## src/rtl/axis_pkg.sv

```systemverilog
// Shared definitions for the AXI-Stream frame transmitter: FSM encoding,
// lane geometry and byte-enable helpers.
package axis_pkg;

  typedef enum logic [1:0] {
    IDLE  = 2'd0,
    PACK  = 2'd1,
    DRAIN = 2'd2
  } tx_state_e;

  localparam int          LANES     = 4;
  localparam int          LANE_W    = $clog2(LANES);
  localparam logic [15:0] FULL_KEEP = 16'hFFFF;

  // Byte enables for a beat whose highest filled lane is last_lane.
  function automatic logic [15:0] lane_keep(input logic [LANE_W-1:0] last_lane);
    logic [15:0] keep_v;
    case (last_lane)
      2'd0:    keep_v = 16'h000F;
      2'd1:    keep_v = 16'h00FF;
      2'd2:    keep_v = 16'h0FFF;
      default: keep_v = FULL_KEEP;
    endcase
    return keep_v;
  endfunction

endpackage

```

## src/rtl/axis_out_reg.sv

```systemverilog
// Single-entry output register for the packed beat stream: loads a new beat,
// holds it while the consumer stalls, and clears valid after the handshake.
module axis_out_reg #(
  parameter int W = 145
) (
  input  logic         clk,
  input  logic         rst,
  input  logic         load,
  input  logic [W-1:0] load_data,
  input  logic         ready,
  output logic         valid,
  output logic [W-1:0] data
);

  logic         valid_r;
  logic [W-1:0] data_r;

  // Beat storage: a load wins over the handshake so back-to-back beats have no bubble.
  always_ff @(posedge clk or posedge rst) begin
    if (rst) begin
      valid_r <= 1'b0;
      data_r  <= {W{1'b0}};
    end else if (load) begin
      valid_r <= 1'b1;
      data_r  <= load_data;
    end else if (valid_r && ready) begin
      valid_r <= 1'b0;
      data_r  <= data_r;
    end else begin
      valid_r <= valid_r;
      data_r  <= data_r;
    end
  end

  assign valid = valid_r;
  assign data  = data_r;

endmodule

```

## src/rtl/axis_frame_tx.sv

```systemverilog
// Packs a frame of 32-bit words into 128-bit AXI-Stream beats for a DMA
// write channel, with a partial, zero-filled last beat and a done pulse.
module axis_frame_tx
  import axis_pkg::*;
#(
  parameter int LEN_W = 16
) (
  input  logic             clk,
  input  logic             rst,
  input  logic             cfg_start,
  input  logic [LEN_W-1:0] cfg_len,
  output logic             busy,
  output logic             done,
  input  logic [31:0]      s_word_tdata,
  input  logic             s_word_tvalid,
  output logic             s_word_tready,
  output logic [127:0]     m_axis_s2mm_tdata,
  output logic [15:0]      m_axis_s2mm_tkeep,
  output logic             m_axis_s2mm_tvalid,
  output logic             m_axis_s2mm_tlast,
  input  logic             m_axis_s2mm_tready
);

  localparam logic [LEN_W-1:0]  ZERO_WORDS = {LEN_W{1'b0}};
  localparam logic [LEN_W-1:0]  ONE_WORD   = {{(LEN_W-1){1'b0}}, 1'b1};
  localparam logic [LANE_W-1:0] LAST_LANE  = 2'd3;

  tx_state_e         state_r;
  logic [LEN_W-1:0]  words_left_r;
  logic [LANE_W-1:0] lane_r;
  logic [127:0]      acc_r;
  logic              busy_r;
  logic              done_r;

  logic              last_word_s;
  logic              completes_s;
  logic              out_free_s;
  logic              word_ready_s;
  logic              word_xfer_s;
  logic              beat_load_s;
  logic              tlast_hs_s;
  logic [127:0]      beat_data_s;
  logic [15:0]       beat_keep_s;
  logic              out_valid_s;
  logic [144:0]      out_bus_s;

  // Accept/complete decisions and the beat image as it would look with the current word added.
  always_comb begin
    last_word_s = (words_left_r == ONE_WORD);
    completes_s = (lane_r == LAST_LANE) || last_word_s;
    out_free_s  = !out_valid_s || m_axis_s2mm_tready;
    if (state_r == PACK) begin
      word_ready_s = !completes_s || out_free_s;
    end else begin
      word_ready_s = 1'b0;
    end
    word_xfer_s = s_word_tvalid && word_ready_s;
    beat_load_s = word_xfer_s && completes_s;
    tlast_hs_s  = out_valid_s && m_axis_s2mm_tready && out_bus_s[0];
    beat_data_s = acc_r;
    case (lane_r)
      2'd0:    beat_data_s[31:0]   = s_word_tdata;
      2'd1:    beat_data_s[63:32]  = s_word_tdata;
      2'd2:    beat_data_s[95:64]  = s_word_tdata;
      default: beat_data_s[127:96] = s_word_tdata;
    endcase
    beat_keep_s = lane_keep(lane_r);
  end

  // Frame sequencer: start acceptance, word counting, lane packing and completion.
  always_ff @(posedge clk or posedge rst) begin
    if (rst) begin
      state_r      <= IDLE;
      words_left_r <= ZERO_WORDS;
      lane_r       <= {LANE_W{1'b0}};
      acc_r        <= 128'd0;
      busy_r       <= 1'b0;
      done_r       <= 1'b0;
    end else begin
      done_r <= 1'b0;
      case (state_r)
        IDLE: begin
          if (cfg_start && (cfg_len != ZERO_WORDS)) begin
            state_r      <= PACK;
            words_left_r <= cfg_len;
            lane_r       <= {LANE_W{1'b0}};
            acc_r        <= 128'd0;
            busy_r       <= 1'b1;
          end else begin
            busy_r <= 1'b0;
          end
        end
        PACK: begin
          if (word_xfer_s) begin
            if (words_left_r != ZERO_WORDS) begin
              words_left_r <= words_left_r - ONE_WORD;
            end else begin
              words_left_r <= ZERO_WORDS;
            end
            // Accumulator is cleared per beat so unfilled lanes of a short beat read as zero.
            if (completes_s) begin
              lane_r <= {LANE_W{1'b0}};
              acc_r  <= 128'd0;
            end else begin
              lane_r <= lane_r + 2'd1;
              acc_r  <= beat_data_s;
            end
            if (last_word_s) begin
              state_r <= DRAIN;
            end else begin
              state_r <= PACK;
            end
          end else begin
            state_r <= PACK;
          end
        end
        DRAIN: begin
          if (tlast_hs_s) begin
            state_r <= IDLE;
            busy_r  <= 1'b0;
            done_r  <= 1'b1;
          end else begin
            state_r <= DRAIN;
          end
        end
        default: begin
          state_r <= IDLE;
          busy_r  <= 1'b0;
        end
      endcase
    end
  end

  axis_out_reg #(
    .W(145)
  ) u_out_reg (
    .clk       (clk),
    .rst       (rst),
    .load      (beat_load_s),
    .load_data ({beat_data_s, beat_keep_s, last_word_s}),
    .ready     (m_axis_s2mm_tready),
    .valid     (out_valid_s),
    .data      (out_bus_s)
  );

  assign busy               = busy_r;
  assign done               = done_r;
  assign s_word_tready      = word_ready_s;
  assign m_axis_s2mm_tvalid = out_valid_s;
  assign m_axis_s2mm_tdata  = out_bus_s[144:17];
  assign m_axis_s2mm_tkeep  = out_bus_s[16:1];
  assign m_axis_s2mm_tlast  = out_bus_s[0];

endmodule
```

## config.mk

```make
export PLATFORM = sky130hd
export DESIGN_NAME = axis_frame_tx
export DESIGN_NICKNAME = d
export VERILOG_FILES = /design/src/rtl/axis_pkg.sv /design/src/rtl/axis_out_reg.sv /design/src/rtl/axis_frame_tx.sv
export SDC_FILE = /design/constraint.sdc
export NUM_CORES = 1
export LEC_CHECK = 0
export BUFFER_PORTS_ARGS = -buffer_cell sky130_fd_sc_hd__buf_4
export CAP_MARGIN = 20
export CORE_MARGIN = 2
export CORE_UTILIZATION = 51
export DETAILED_ROUTE_END_ITERATION = 16
export HOLD_SLACK_MARGIN = 0.03
export PLACE_DENSITY = 0.87
export SLEW_MARGIN = 0
export SYNTH_ARGS = -nofsm -noshare
export SYNTH_HDL_FRONTEND = slang
export SYNTH_SLANG_ARGS = --single-unit
export TNS_END_PERCENT = 30
```

## constraint.sdc

```tcl
create_clock -name clk -period 8.8 [get_ports clk]
set_input_delay 0.44 -clock clk [delete_from_list [all_inputs] [get_ports clk]]
set_output_delay 0.44 -clock clk [all_outputs]
set_load 0.05 [all_outputs]
```

Word-level counts from Yosys, hierarchy flattened
Cells that the tools add are included.
Word-level totals
  flip-flop bits (word level): 296
  input port bits: 53
  output and inout port bits: 149
  logic and storage cells: 69
Cells by class
  add/sub/neg operators: 2
  equal/unequal tests: 9
  mux-type cells: 30
  bitwise operators: 1
  reduce and logical (&&, ||, !) cells: 19
Operator list (number)
  two-way mux 128 bit: 3
  one-hot mux 128 bit (2 select lines): 1
  two-way mux 32 bit: 4
  two-way mux 16 bit: 3
  one-hot mux 16 bit (3 select lines): 1
  one-hot mux 16 bit (2 select lines): 1
  nonzero test 16 bit: 2
  equality test 16 x 1 -> 1 bit (second input constant): 1
  subtractor 16 x 1 -> 16 bit (second input constant): 1
  two-way mux 2 bit: 7
  two-way mux 1 bit: 7
  equality test 2 bit (second input constant): 3
  inequality test 2 bit (second input constant): 3
  one-hot mux 2 bit (3 select lines): 1
  logical AND 1 bit: 5
  equality test 2 x 1 -> 1 bit (second input constant): 2
  zero test 2 bit: 2
  one-hot mux 2 bit (2 select lines): 1
  nonzero test 2 bit: 2
  logical OR 1 bit: 3
  one-hot mux 1 bit (3 select lines): 1
  AND reduction 3 bit: 1
  OR reduction 3 bit: 1
  adder 2 x 1 -> 2 bit (second input constant): 1
  other kinds (3): 4

Longest topological paths before layout
  depth after elaboration: 8
  gate-level depth with buffers: 11
  depth with buffers taken out: 7

By module
From an unflattened synthesis, not the netlist that was laid out.
Unflattened totals
  cells, all modules: 915
  area total of the unflattened synthesis: 13076.3 um2
By module, submodules not included
  axis_frame_tx: instances 1, cells each 605, area an instance 7569.8 um2, seq. area each 3753.6 um2
  axis_out_reg: instances 1, cells each 310, area an instance 5506.5 um2, seq. area each 3653.5 um2

Worst setup path after synthesis
OpenSTA, ideal clock, no wires.
  kind: register -> output
  from: reg words_left_r[0]
  to: out s_word_tready
  arrival: 1.917 ns
  required time: 8.360 ns
  setup slack: 6.443 ns
  stages on the path, launching flop included: 8
  path buffers: 1
  path through: dfrtp_1 > ha_1 > nor4b_1 > and4_1 > buf_6 > nor2_2 > nor2_1 > nor2_1
On the way
  cells in the longest elaborated chain, start to end: 5
Ends and longest elaborated chain
  start: declaration: line axis_frame_tx.sv:29  | logic [LEN_W-1:0] words_left_r;
  start signal: assignment: line axis_frame_tx.sv:85  | words_left_r <= cfg_len;
  start signal: assignment: line axis_frame_tx.sv:96  | words_left_r <= words_left_r - ONE_WORD;
  equality test 16 x 1 -> 1 bit: line axis_frame_tx.sv:49  | last_word_s = (words_left_r == ONE_WORD);
  logical OR 1 bit: line axis_frame_tx.sv:50  | completes_s = (lane_r == LAST_LANE) || last_word_s;
  zero test 1 bit: line axis_frame_tx.sv:53  | word_ready_s = !completes_s || out_free_s;
  logical OR 1 bit: line axis_frame_tx.sv:53
  two-way mux 1 bit: line axis_frame_tx.sv:52  | if (state_r == PACK) begin
  end: declaration: line axis_frame_tx.sv:16  | output logic s_word_tready,
Every way passes these cells.

Worst setup path after layout
  from: reg words_left_r[1]
  to: reg u_out_reg.data_r[94], in the netlist u_out_reg.data[94]
On the way
  cells in the longest elaborated chain, start to end: 7
Ends and longest elaborated chain
  equality test 16 x 1 -> 1 bit (*): line axis_frame_tx.sv:49
  logical OR 1 bit (*): line axis_frame_tx.sv:50
  zero test 1 bit: line axis_frame_tx.sv:53
  logical OR 1 bit: line axis_frame_tx.sv:53
  two-way mux 1 bit: line axis_frame_tx.sv:52
  logical AND 1 bit: line axis_frame_tx.sv:57  | word_xfer_s = s_word_tvalid && word_ready_s;
  logical AND 1 bit (*): line axis_frame_tx.sv:58  | beat_load_s = word_xfer_s && completes_s;
  end signal: assignment: line axis_out_reg.sv:25  | data_r <= load_data;
  end signal: assignment: line axis_out_reg.sv:28  | data_r <= data_r;
  end signal: assignment: line axis_out_reg.sv:31  | data_r <= data_r;
  end: declaration: line axis_out_reg.sv:16  | logic [W-1:0] data_r;
Every way passes the cells marked *; elsewhere a longest branch is shown, timed or not.
A chain may end at the register's enable or synchronous reset.

==> impl_metrics.toml <==
[worst_setup_path]
r2r_setup_slack_ns = 4.72
worstSetupStartpointType = "flop"
r2r-end = "u_out_reg.data[94]"
cp_max_fo = 116
end_kind = "flop"
critPathRequiredTime_ns = 9.18
ff2ff_path_depth = 8
crit_arrival_ns = 4.46
timing.rr.start = "words_left_r[1]"
worst-setup-path-type = "reg2reg"

[drt]
vias = 8932
wl_per_cell_microns = 19.6
remaining_drc_errors = 0
routed_wirelength_microns = 30200
ant_nets = 0
firstDrtPassIters = 7
drt_iter0_markers = 689
vias_per_cell = 5.79

[synth]
syn_area_per_cell_sq_um = 11.7
postSynthCellCount = 1053
async_flop_share_pct = 100
netlist_area_sq_um = 12300
synth_fp_nets = 1114
yosysUniqueCellTypes = 48
ys_seq_area_share_pct = 57.8
synth-main-ff-cell = "dfrtp_1"
synth_edf_count = 0
yosysWarnings = 0
ys_ff_latch = 284

[placement]
portBuffers = 201
dp_hpwl_microns = 18800
place_congestion = 0.876
placed_area_sq_um = 13700

[power]
sw_frac_of_total_pct = 21.0
power_frac_clock_pct = 47.6
p_int_mw = 2.08
p_switching_mw = 0.552
ir_drop_v = 0.000183
power_density_nw_per_um2 = 179
power_frac_seq_pct = 49.7
p_comb_share_pct = 2.7
leakagePower_nw = 7.03

[run]
maxCapViolations = 0

[grt]
grt_pass1_vias = 9060
antenna_found_initial = 0
grt_overflow = 0
grt_use_total_pct = 23.7
grt_max_degree = 142
grt_first_pass_wirelength_microns = 49000

[sta]
worst_pin_slew_ns = 1.13
fin_tns_setup_ns = 0
max_freq_mhz = 245
clock_skew_ns = 0.0121
setup_viol = 0
hold_violations = 0
relSlewSlack_pct = 24.7
fin_crit_ns = 4.08
post-route-period-util_pct = 46.3
rsz0062_at_grt = "false"
slew_violations = 0

[clock_tree]
cts.clk_slew.worst_paths_ns = 0.06
cts_inserted_buffers = 29
cts.sinks = 284
cts_root_buf = "clkbuf_16"
cts_hold_buf = 0
cts_resized = 0
clk_path_buf_depth = 3
postCtsSetupRepairBufs = 0
h-tree-depth = 1
cts_tree = "yes"
insertion_delay_ns = 0.55

[die]
row_count = 56
ios = 202
dieArea_sq_um = 25400
die_w_microns = 159
core_region_area_sq_um = 23500
die_h_microns = 159
initial_core_util_pct = 52.2

[finish]
n_fill_cell = 1838
area_delta_synth_final_pct = 19.4
stdcell_area_sq_um = 14700
final_nets = 1264
final_common_cell = "dfrtp_1"
layout-drive-gt1-share_pct = 22.7
mostFrequentLayoutCells = "284 x dfrtp_1, 208 x buf_4, 154 x nand2_1"
diodes = 0

[worst_hold_path]
worstHoldPathType = "in2async"

[run_status]
status = "finished, final reports clean"
## sequential cells by signal (all words and copies together), names as in the netlist
name             count
busy                 1
lane_r               2
done                 1
words_left_r        16
acc_r              128
u_out_reg.data     133
state_r              2
u_out_reg.valid      1
## worst max path at each step
stage,depth (start not counted),start,end,slack (ns)
after floorplan,1,rst,acc_r[0],0.52
after global placement,8,words_left_r[1],u_out_reg.data[127],4.96
after detailed placement,8,words_left_r[1],u_out_reg.data[88],4.78
after CTS,8,words_left_r[1],u_out_reg.data[66],4.73
after global routing,8,words_left_r[1],u_out_reg.data[28],4.38
final,8,words_left_r[1],u_out_reg.data[94],4.72
## power groups by stage
stage	Clock, mW	Sequential, mW	Combinational, mW
2_1_floorplan	0	1.33	0.0272
3_3_place_gp	0	1.33	0.0710
5_1_grt	1.32	1.30	0.0803
3_5_place_dp	0	1.33	0.0719
4_1_cts	1.27	1.31	0.0724
6_report	1.25	1.31	0.0711
## per-stage QoR
| stage | util, % | hold WS (ns) | power, mW | std cells | setup slack, ns |
|---|---|---|---|---|---|
| global route | 62.4 | 0.159 | 2.71 | 1542 | 4.38 |
| finish | 62.4 | 0.133 | 2.63 | 1542 | 4.72 |
| CTS | 62.3 | 0.146 | 2.64 | 1541 | 4.73 |
| detailed placement | 58.1 | 0.472 | 1.40 | 1490 | 4.78 |
| floorplan | - | 0.456 | 1.36 | 1053 | 0.524 |
| global placement | 58.0 | 0.464 | 1.40 | 1489 | 4.96 |
## layer usage
metal	vias to the layer above	global-route usage, %	part of all wire [%]
met4	0	6.16	2.3
met1	4533	33.6	44
li1	4037	-	-
met2	306	38.1	48
met5	-	0	0
met3	56	4.30	5.9
## final cells by class
cell class / count / area [sq um] / share of cell area (%)
Sequential cell: 284 / 7110 / 48.4
Tap cell: 319 / 399 / 2.72
Timing Repair Buffer: 210 / 1610 / 11.0
Clock inverter: 6 / 95.1 / 0.648
Inverter: 7 / 33.8 / 0.230
Multi-Input combinational cell: 671 / 4560 / 31.0
Clock buffer: 45 / 886 / 6.03
## cell families after synthesis
| logic type | count (synthesis) | share of synthesized area [%] |
|---|---|---|
| flops | 284 | 57.8 |
| compound gates | 277 | 15.6 |
| simple gates | 256 | 9.69 |
| mux | 130 | 10.6 |
| buf+inv | 98 | 5.54 |
| fa+ha+maj | 8 | 0.814 |
## worst max-delay path, cell delays in order, from the launching register on
cell     delay [ns]
dfrtp_1        0.39
inv_1          0.09
ha_1           0.18
nor4b_1        0.14
and4_1         0.33
o21ai_4        0.67
buf_4          0.84
buf_4          0.89
o21ai_0        0.24
## synth_stat cells, types with 7 or more instances
| cell type | n | area share (%) |
|---|---|---|
| nand2_1 | 154 | 4.7 |
| nor3_1 | 8 | 0.33 |
| clkbuf_1 | 33 | 1.0 |
| buf_4 | 15 | 0.92 |
| ha_1 | 8 | 0.81 |
| dfrtp_1 | 284 | 58 |
| buf_2 | 8 | 0.33 |
| a22o_1 | 101 | 7.2 |
| buf_6 | 33 | 3.0 |
| nor2_1 | 15 | 0.46 |
| o21ai_0 | 133 | 5.4 |
| o22ai_1 | 9 | 0.46 |
| inv_1 | 7 | 0.21 |
| nand3_1 | 14 | 0.57 |
| nor2b_1 | 33 | 1.7 |
| mux2i_1 | 128 | 10 |
No activity file was read; power rests on OpenSTA's default activity.
